$ cat config.mk
export PLATFORM = sky130hd
export DESIGN_NAME = stopwatch_ctrl_flat
export DESIGN_NICKNAME = d
export VERILOG_FILES = /design/src/rtl/stopwatch_pkg.sv /design/src/rtl/stopwatch_ctrl_if.sv /design/src/rtl/stopwatch_ctrl_btn_debounce.sv /design/src/rtl/stopwatch_ctrl.sv /design/src/flat_wrapper.sv
export SDC_FILE = /design/constraint.sdc
export NUM_CORES = 1
export LEC_CHECK = 0
export BUFFER_PORTS_ARGS = -buffer_cell sky130_fd_sc_hd__buf_2
export CAP_MARGIN = 0
export CORE_ASPECT_RATIO = 1.2
export CORE_UTILIZATION = 30
export DETAILED_ROUTE_END_ITERATION = 8
export PLACE_DENSITY = 0.55
export SYNTH_ARGS = -nofsm -noshare
export SYNTH_HDL_FRONTEND = slang
export SYNTH_SLANG_ARGS = --single-unit
$ cat constraint.sdc
create_clock -name clk -period 1.8 [get_ports clk]
set_input_delay 0.18 -clock clk [delete_from_list [all_inputs] [get_ports clk]]
set_output_delay 0.18 -clock clk [all_outputs]
set_load 0.01 [all_outputs]
$ cat src/rtl/stopwatch_pkg.sv
// Shared types and constants for the stopwatch control path.
// State encoding, debounce defaults and the display tick rate.
package stopwatch_pkg;

  localparam int unsigned DB_CYCLES_DEFAULT = 1_000_000;
  localparam int unsigned CNT_W_DEFAULT     = 20;
  localparam int unsigned TICK_HZ           = 10;

  typedef enum logic [1:0] {
    ST_IDLE   = 2'd0,
    ST_RUN    = 2'd1,
    ST_PAUSED = 2'd2,
    ST_LAP    = 2'd3
  } state_e;

  // One bit per button, used for both debounced levels and press pulses
  typedef struct packed {
    logic clear;
    logic start;
    logic lap;
  } btn_t;

  function automatic logic is_running(state_e s);
    return (s == ST_RUN) || (s == ST_LAP);
  endfunction

endpackage

$ cat src/rtl/stopwatch_ctrl_if.sv
// Button/tick inputs and counter/display controls of the stopwatch controller.
interface stopwatch_ctrl_if;
  logic btn_start;
  logic btn_lap;
  logic btn_clear;
  logic tick;
  logic count_en;
  logic count_clr;
  logic lap_hold;
  logic running;

  modport master (
    output btn_start, btn_lap, btn_clear, tick,
    input  count_en, count_clr, lap_hold, running
  );

  modport slave (
    input  btn_start, btn_lap, btn_clear, tick,
    output count_en, count_clr, lap_hold, running
  );
endinterface

$ cat src/rtl/stopwatch_ctrl_btn_debounce.sv
// Raw push button -> 2-FF synchroniser -> debounced level -> 1-cycle press pulse.
module btn_debounce
  import stopwatch_pkg::*;
#(
  parameter int unsigned DB_CYCLES = DB_CYCLES_DEFAULT,
  parameter int unsigned CNT_W     = CNT_W_DEFAULT
) (
  input  logic clk,
  input  logic rst,
  input  logic btn_in,
  output logic level,
  output logic press
);

  logic             sync1;
  logic             sync2;
  logic             level_d;
  logic [CNT_W-1:0] cnt;

  // Level flips only after DB_CYCLES consecutive disagreeing samples
  always_ff @(posedge clk or negedge rst) begin
    if (!rst) begin
      sync1   <= 1'b0;
      sync2   <= 1'b0;
      level   <= 1'b0;
      level_d <= 1'b0;
      press   <= 1'b0;
      cnt     <= '0;
    end else begin
      sync1   <= btn_in;
      sync2   <= sync1;
      level_d <= level;
      press   <= level & ~level_d;
      if (sync2 != level) begin
        if (cnt == CNT_W'(DB_CYCLES - 1)) begin
          level <= sync2;
          cnt   <= '0;
        end else begin
          cnt <= cnt + CNT_W'(1);
        end
      end else begin
        cnt <= '0;
      end
    end
  end

endmodule

$ cat src/rtl/stopwatch_ctrl.sv
// Stopwatch run/pause/lap/clear controller: debounces three buttons and
// drives counter enable/clear plus the display lap-freeze flag.
module stopwatch_ctrl
  import stopwatch_pkg::*;
#(
  parameter int unsigned DB_CYCLES = DB_CYCLES_DEFAULT,
  parameter int unsigned CNT_W     = CNT_W_DEFAULT
) (
  input  logic             clk,
  input  logic             rst,
  stopwatch_ctrl_if.slave  bus
);

  btn_t   press;
  state_e state_q;
  state_e state_d;
  logic   clr_acc;
  logic   count_en_c;
  logic   count_clr_c;
  logic   lap_hold_c;
  logic   running_c;

  btn_debounce #(.DB_CYCLES(DB_CYCLES), .CNT_W(CNT_W)) u_db_start (
    .clk    (clk),
    .rst    (rst),
    .btn_in (bus.btn_start),
    .level  (),
    .press  (press.start)
  );

  btn_debounce #(.DB_CYCLES(DB_CYCLES), .CNT_W(CNT_W)) u_db_lap (
    .clk    (clk),
    .rst    (rst),
    .btn_in (bus.btn_lap),
    .level  (),
    .press  (press.lap)
  );

  btn_debounce #(.DB_CYCLES(DB_CYCLES), .CNT_W(CNT_W)) u_db_clear (
    .clk    (clk),
    .rst    (rst),
    .btn_in (bus.btn_clear),
    .level  (),
    .press  (press.clear)
  );

  always_ff @(posedge clk or negedge rst) begin
    if (!rst) state_q <= ST_IDLE;
    else      state_q <= state_d;
  end

  // Priority clear > start > lap; an ignored press lets the next one act
  always_comb begin
    state_d = state_q;
    clr_acc = 1'b0;
    case (state_q)
      ST_IDLE: begin
        if (press.clear)      clr_acc = 1'b1;
        else if (press.start) state_d = ST_RUN;
      end
      ST_RUN: begin
        if (press.start)      state_d = ST_PAUSED;
        else if (press.lap)   state_d = ST_LAP;
      end
      ST_LAP: begin
        if (press.start)      state_d = ST_PAUSED;
        else if (press.lap)   state_d = ST_RUN;
      end
      ST_PAUSED: begin
        if (press.clear) begin
          clr_acc = 1'b1;
          state_d = ST_IDLE;
        end else if (press.start) begin
          state_d = ST_RUN;
        end
      end
      default: state_d = ST_IDLE;
    endcase
  end

  // Tick gating uses the pre-transition state; status flags follow the new one
  always_comb begin
    count_en_c  = 1'b0;
    count_clr_c = 1'b0;
    lap_hold_c  = 1'b0;
    running_c   = 1'b0;
    count_en_c  = bus.tick & is_running(state_q);
    count_clr_c = clr_acc;
    lap_hold_c  = (state_d == ST_LAP);
    running_c   = is_running(state_d);
  end

  always_ff @(posedge clk or negedge rst) begin
    if (!rst) begin
      bus.count_en  <= 1'b0;
      bus.count_clr <= 1'b0;
      bus.lap_hold  <= 1'b0;
      bus.running   <= 1'b0;
    end else begin
      bus.count_en  <= count_en_c;
      bus.count_clr <= count_clr_c;
      bus.lap_hold  <= lap_hold_c;
      bus.running   <= running_c;
    end
  end

endmodule

$ cat src/flat_wrapper.sv
// flat-port wrapper written by rule: the top's interface ports become plain ports
module stopwatch_ctrl_flat import stopwatch_pkg::*;
#(
  parameter int unsigned DB_CYCLES = DB_CYCLES_DEFAULT,
  parameter int unsigned CNT_W     = CNT_W_DEFAULT
)
  (clk, rst, bus_btn_start, bus_btn_lap, bus_btn_clear, bus_tick, bus_count_en, bus_count_clr, bus_lap_hold, bus_running);
  stopwatch_ctrl_if bus_i ();
  input  logic clk;
  input  logic rst;
  input wire logic [$bits(bus_i.btn_start)-1:0] bus_btn_start;
  input wire logic [$bits(bus_i.btn_lap)-1:0] bus_btn_lap;
  input wire logic [$bits(bus_i.btn_clear)-1:0] bus_btn_clear;
  input wire logic [$bits(bus_i.tick)-1:0] bus_tick;
  output wire logic [$bits(bus_i.count_en)-1:0] bus_count_en;
  output wire logic [$bits(bus_i.count_clr)-1:0] bus_count_clr;
  output wire logic [$bits(bus_i.lap_hold)-1:0] bus_lap_hold;
  output wire logic [$bits(bus_i.running)-1:0] bus_running;
  assign bus_i.btn_start = bus_btn_start;
  assign bus_i.btn_lap = bus_btn_lap;
  assign bus_i.btn_clear = bus_btn_clear;
  assign bus_i.tick = bus_tick;
  assign bus_count_en = bus_i.count_en;
  assign bus_count_clr = bus_i.count_clr;
  assign bus_lap_hold = bus_i.lap_hold;
  assign bus_running = bus_i.running;
  stopwatch_ctrl #(.DB_CYCLES(DB_CYCLES), .CNT_W(CNT_W)) u_core (.clk(clk), .rst(rst), .bus(bus_i));
endmodule
==> impl_metrics.toml <==
[run_status]
run_status = "finished clean"

[synth]
yosysTopAreaCell = "dfrtp_1"
syn_area_mm2 = 0.00365
synthArstFlopShare = 1.00
ys_seq_area_frac = 0.548
synth_nets = 362
synth_cells = 353
synth_top_area_frac = 0.548
synth_area_leaders = "dfrtp_1 55%, xnor2_1 7.0%, nor2_1 5.2%, xor2_1 2.9%, or4_1 2.5%"
yosysUniqueCellTypes = 33
ys_ff_latch = 80
synth_edf_count = 0
synth-main-ff-cell = "dfrtp_1"
avgSynthCellArea_um2 = 10.3
synth_warnings = 0

[power]
powerDensity_mw_per_mm2 = 796
vdd_drop_max_uv = 488
total_power_mw = 3.84
leakage_nw = 2.02

[floorplanning]
die-area_mm2 = 0.0126
pin_count = 10
row_count = 43
start_util = 0.311
coreArea_mm2 = 0.0117
die_h_um = 123
fp.dieW_um = 103

[clock_network]
root_buffer = "clkbuf_16"
cts_tree = "yes"
cts_sinks = 80
h-tree-depth = 3
cts_buffers = 9
clockBufferDepth = 2
path_clk_slew_ps = 60
clock_latency_ps = 330

[setup_path]
startpoint_type = "register"
path_max_fanout = 6
required_ps = 2060
end_kind = "register"
r2r_start = "u_core.u_db_lap.cnt[1]$_DFF_PN0_"
ff2ff_path_depth = 5
crit_start = "u_core.u_db_lap.cnt[1]$_DFF_PN0_"
worstPathArrival_ps = 2050
path_class = "reg -> reg"

[drt]
wire_per_inst_um = 12.3
wl_mm = 7.25
postRouteAntennaNets = 0
dr.pass1.iters = 5
dr.first_iter.drc_count = 79
drc = 0
routed-via-count = 2800
vias_per_cell = 4.76

[global_routing]
gr-total-overflow = 0
grt_pass1_wl_mm = 12.3
grt_antenna_before_repair = 0
grt_max_degree = 50
grt_usage = 0.126
grt_pass1_vias = 2811

[cells_and_area]
post-route-cell-area_mm2 = 0.00482
post-route-util = 0.411
layout.nets = 436
layout-drive-gt1-share = 0.269
syn2layout_area_growth_pct = 32.1
fillers = 1145
antenna_cells = 0
fin_cells = 588

[sta]
max_clock_freq_ghz = 0.560
clock_skew_ps = 7.94
timing.final.crit_share = 0.992
rsz0062_at_grt = "yes"
hold_viol_final = 0
worst_slack_ps = 14.4
whs_ps = 73.6
tns_ps = 0
setup-violations-final = 0
drv_slew = 0
relSlewSlack = 0.718
worst_pin_slew_ps = 423
fin_crit_ps = 1790

[placement]
finalWeightedCongestion = 0.752
dpl.cell_count = 558
pre_cts_slack_ps = -75.2
io_buffers = 9
dpl-instance-area_mm2 = 0.00425
dp_hpwl_mm = 4.94

[worst_hold_path]
hold_depth = 2
hp-class = "in -> reg"
hp-start = "bus_tick"

[job]
cap_viol_max_count = 0
[metal layers]
| layer | global-route usage | vias to the layer above | share of wire |
|---|---|---|---|
| met1 | 0.151 | 1379 | 0.46 |
| li1 | - | 1389 | - |
| met4 | 0.0455 | 0 | 0.0070 |
| met5 | 0 | - | 0 |
| met2 | 0.214 | 28 | 0.51 |
| met3 | 0.0325 | 4 | 0.020 |
[synth_stat cells, types with 2 or more instances]
| cell | number |
|---|---|
| dfrtp_1 | 80 |
| nor2_1 | 51 |
| xnor2_1 | 29 |
| nand2_1 | 21 |
| a21oi_1 | 16 |
| nand3_1 | 16 |
| inv_1 | 12 |
| nand4_1 | 12 |
| or4_1 | 12 |
| xor2_1 | 12 |
| nor3_1 | 11 |
| nor4_1 | 9 |
| o21ai_0 | 9 |
| o31ai_1 | 9 |
| or3_1 | 7 |
| nor2b_1 | 6 |
| and2_1 | 5 |
| clkbuf_1 | 5 |
| and3_1 | 4 |
| mux2_2 | 4 |
| nor4b_1 | 4 |
| or2_2 | 4 |
| ha_1 | 3 |
| buf_2 | 2 |
| nor4bb_1 | 2 |
[final cells by class]
| class | instances | area (um^2) | share of cell area |
|---|---|---|---|
| inverters | 12 | 45.0 | 0.00934 |
| repair buffers | 71 | 587 | 0.122 |
| multi-input cells | 253 | 1690 | 0.349 |
| clock inverters | 4 | 53.8 | 0.0112 |
| clock buffers | 11 | 253 | 0.0524 |
| well taps | 157 | 196 | 0.0407 |
| flip-flops and latches | 80 | 2000 | 0.415 |
[worst max-delay path, stage by stage (launching register included)]
cell	delay, ps
dfrtp_1	370
ha_2	180
nand2_1	70
or4_4	560
or4_4	430
a21oi_2	120
[power by group]
group / internal [mW] / switching, mW
clock network: 1.14 / 0.697
logic: 0.0699 / 0.0871
registers: 1.82 / 0.0187
[path summary, 6_finish.rpt]
kind | endpoint | slack [ps]
hold / removal | u_core.bus.count_en$_DFF_PN0_ | 70
min in group asynchronous | u_core.u_db_start.cnt[11]$_DFF_PN0_ | 320
hold reg to reg | u_core.u_db_start.sync2$_DFF_PN0_ | 350
setup / recovery | u_core.u_db_lap.cnt[18]$_DFF_PN0_ | 10
max in group asynchronous | u_core.u_db_lap.cnt[7]$_DFF_PN0_ | 870
setup reg to reg | u_core.u_db_lap.cnt[18]$_DFF_PN0_ | 10
[layout by cell type, fill, tap and decap left out, types with 4 or more instances in the layout]
cell | netlist | routed
nor2b_1 | 6 | 6
xor2_1 | 12 | 12
dfrtp_1 | 80 | 79
nor4_1 | 9 | 7
and3_1 | 4 | 4
buf_2 | 2 | 8
buf_4 | 0 | 54
or4_1 | 12 | 7
o21ai_0 | 9 | 8
nand2_1 | 21 | 21
a21oi_1 | 16 | 13
inv_1 | 12 | 12
nand4_1 | 12 | 12
dlygate4sd3_1 | 0 | 4
clkbuf_16 | 0 | 11
nand3_1 | 16 | 16
nor3_1 | 11 | 9
or4_4 | 0 | 5
and2_1 | 5 | 5
o31ai_1 | 9 | 8
mux2_2 | 4 | 4
xnor2_1 | 29 | 29
nor2_1 | 51 | 51
or3_1 | 7 | 6
[logic make-up (layout without fill, tap and decap cells)]
logic type	Yosys count	after routing	share of synthesized area
xor+xnor	41	41	0.0984
buf+inv	20	98	0.0212
simple gates	168	168	0.245
fa+ha+maj	3	3	0.0103
flops	80	80	0.548
mux	5	5	0.0151
compound gates	36	36	0.0620
[registers in the layout, indices dropped and copies added (netlist names)]
| signal | cells |
|---|---|
| u_core.u_db_lap.press | 1 |
| u_core.u_db_start.sync1 | 1 |
| u_core.u_db_lap.cnt | 20 |
| u_core.u_db_clear.level_d | 1 |
| u_core.bus.lap_hold | 1 |
| u_core.u_db_lap.level | 1 |
| u_core.u_db_lap.sync1 | 1 |
| u_core.u_db_lap.sync2 | 1 |
| u_core.u_db_clear.level | 1 |
| u_core.u_db_clear.cnt | 20 |
| u_core.bus.count_en | 1 |
| u_core.u_db_start.cnt | 20 |
| u_core.u_db_lap.level_d | 1 |
| u_core.u_db_clear.sync1 | 1 |
| u_core.state_q | 2 |
| u_core.u_db_start.level_d | 1 |
| u_core.u_db_clear.press | 1 |
| u_core.u_db_start.sync2 | 1 |
| u_core.u_db_start.level | 1 |
| u_core.bus.count_clr | 1 |
| u_core.u_db_start.press | 1 |
| u_core.u_db_clear.sync2 | 1 |
[what timing repair did]
action,4_1_cts,5_1_grt
endpoints found under the setup margin,7,43
hold endpoints to repair,34,0
hold buffers,4,0
cloned,0,2
gates resized for setup,4,20
pin swaps,1,4
setup buffers,0,9
Note: power is estimated with default switching activity, not from simulation.
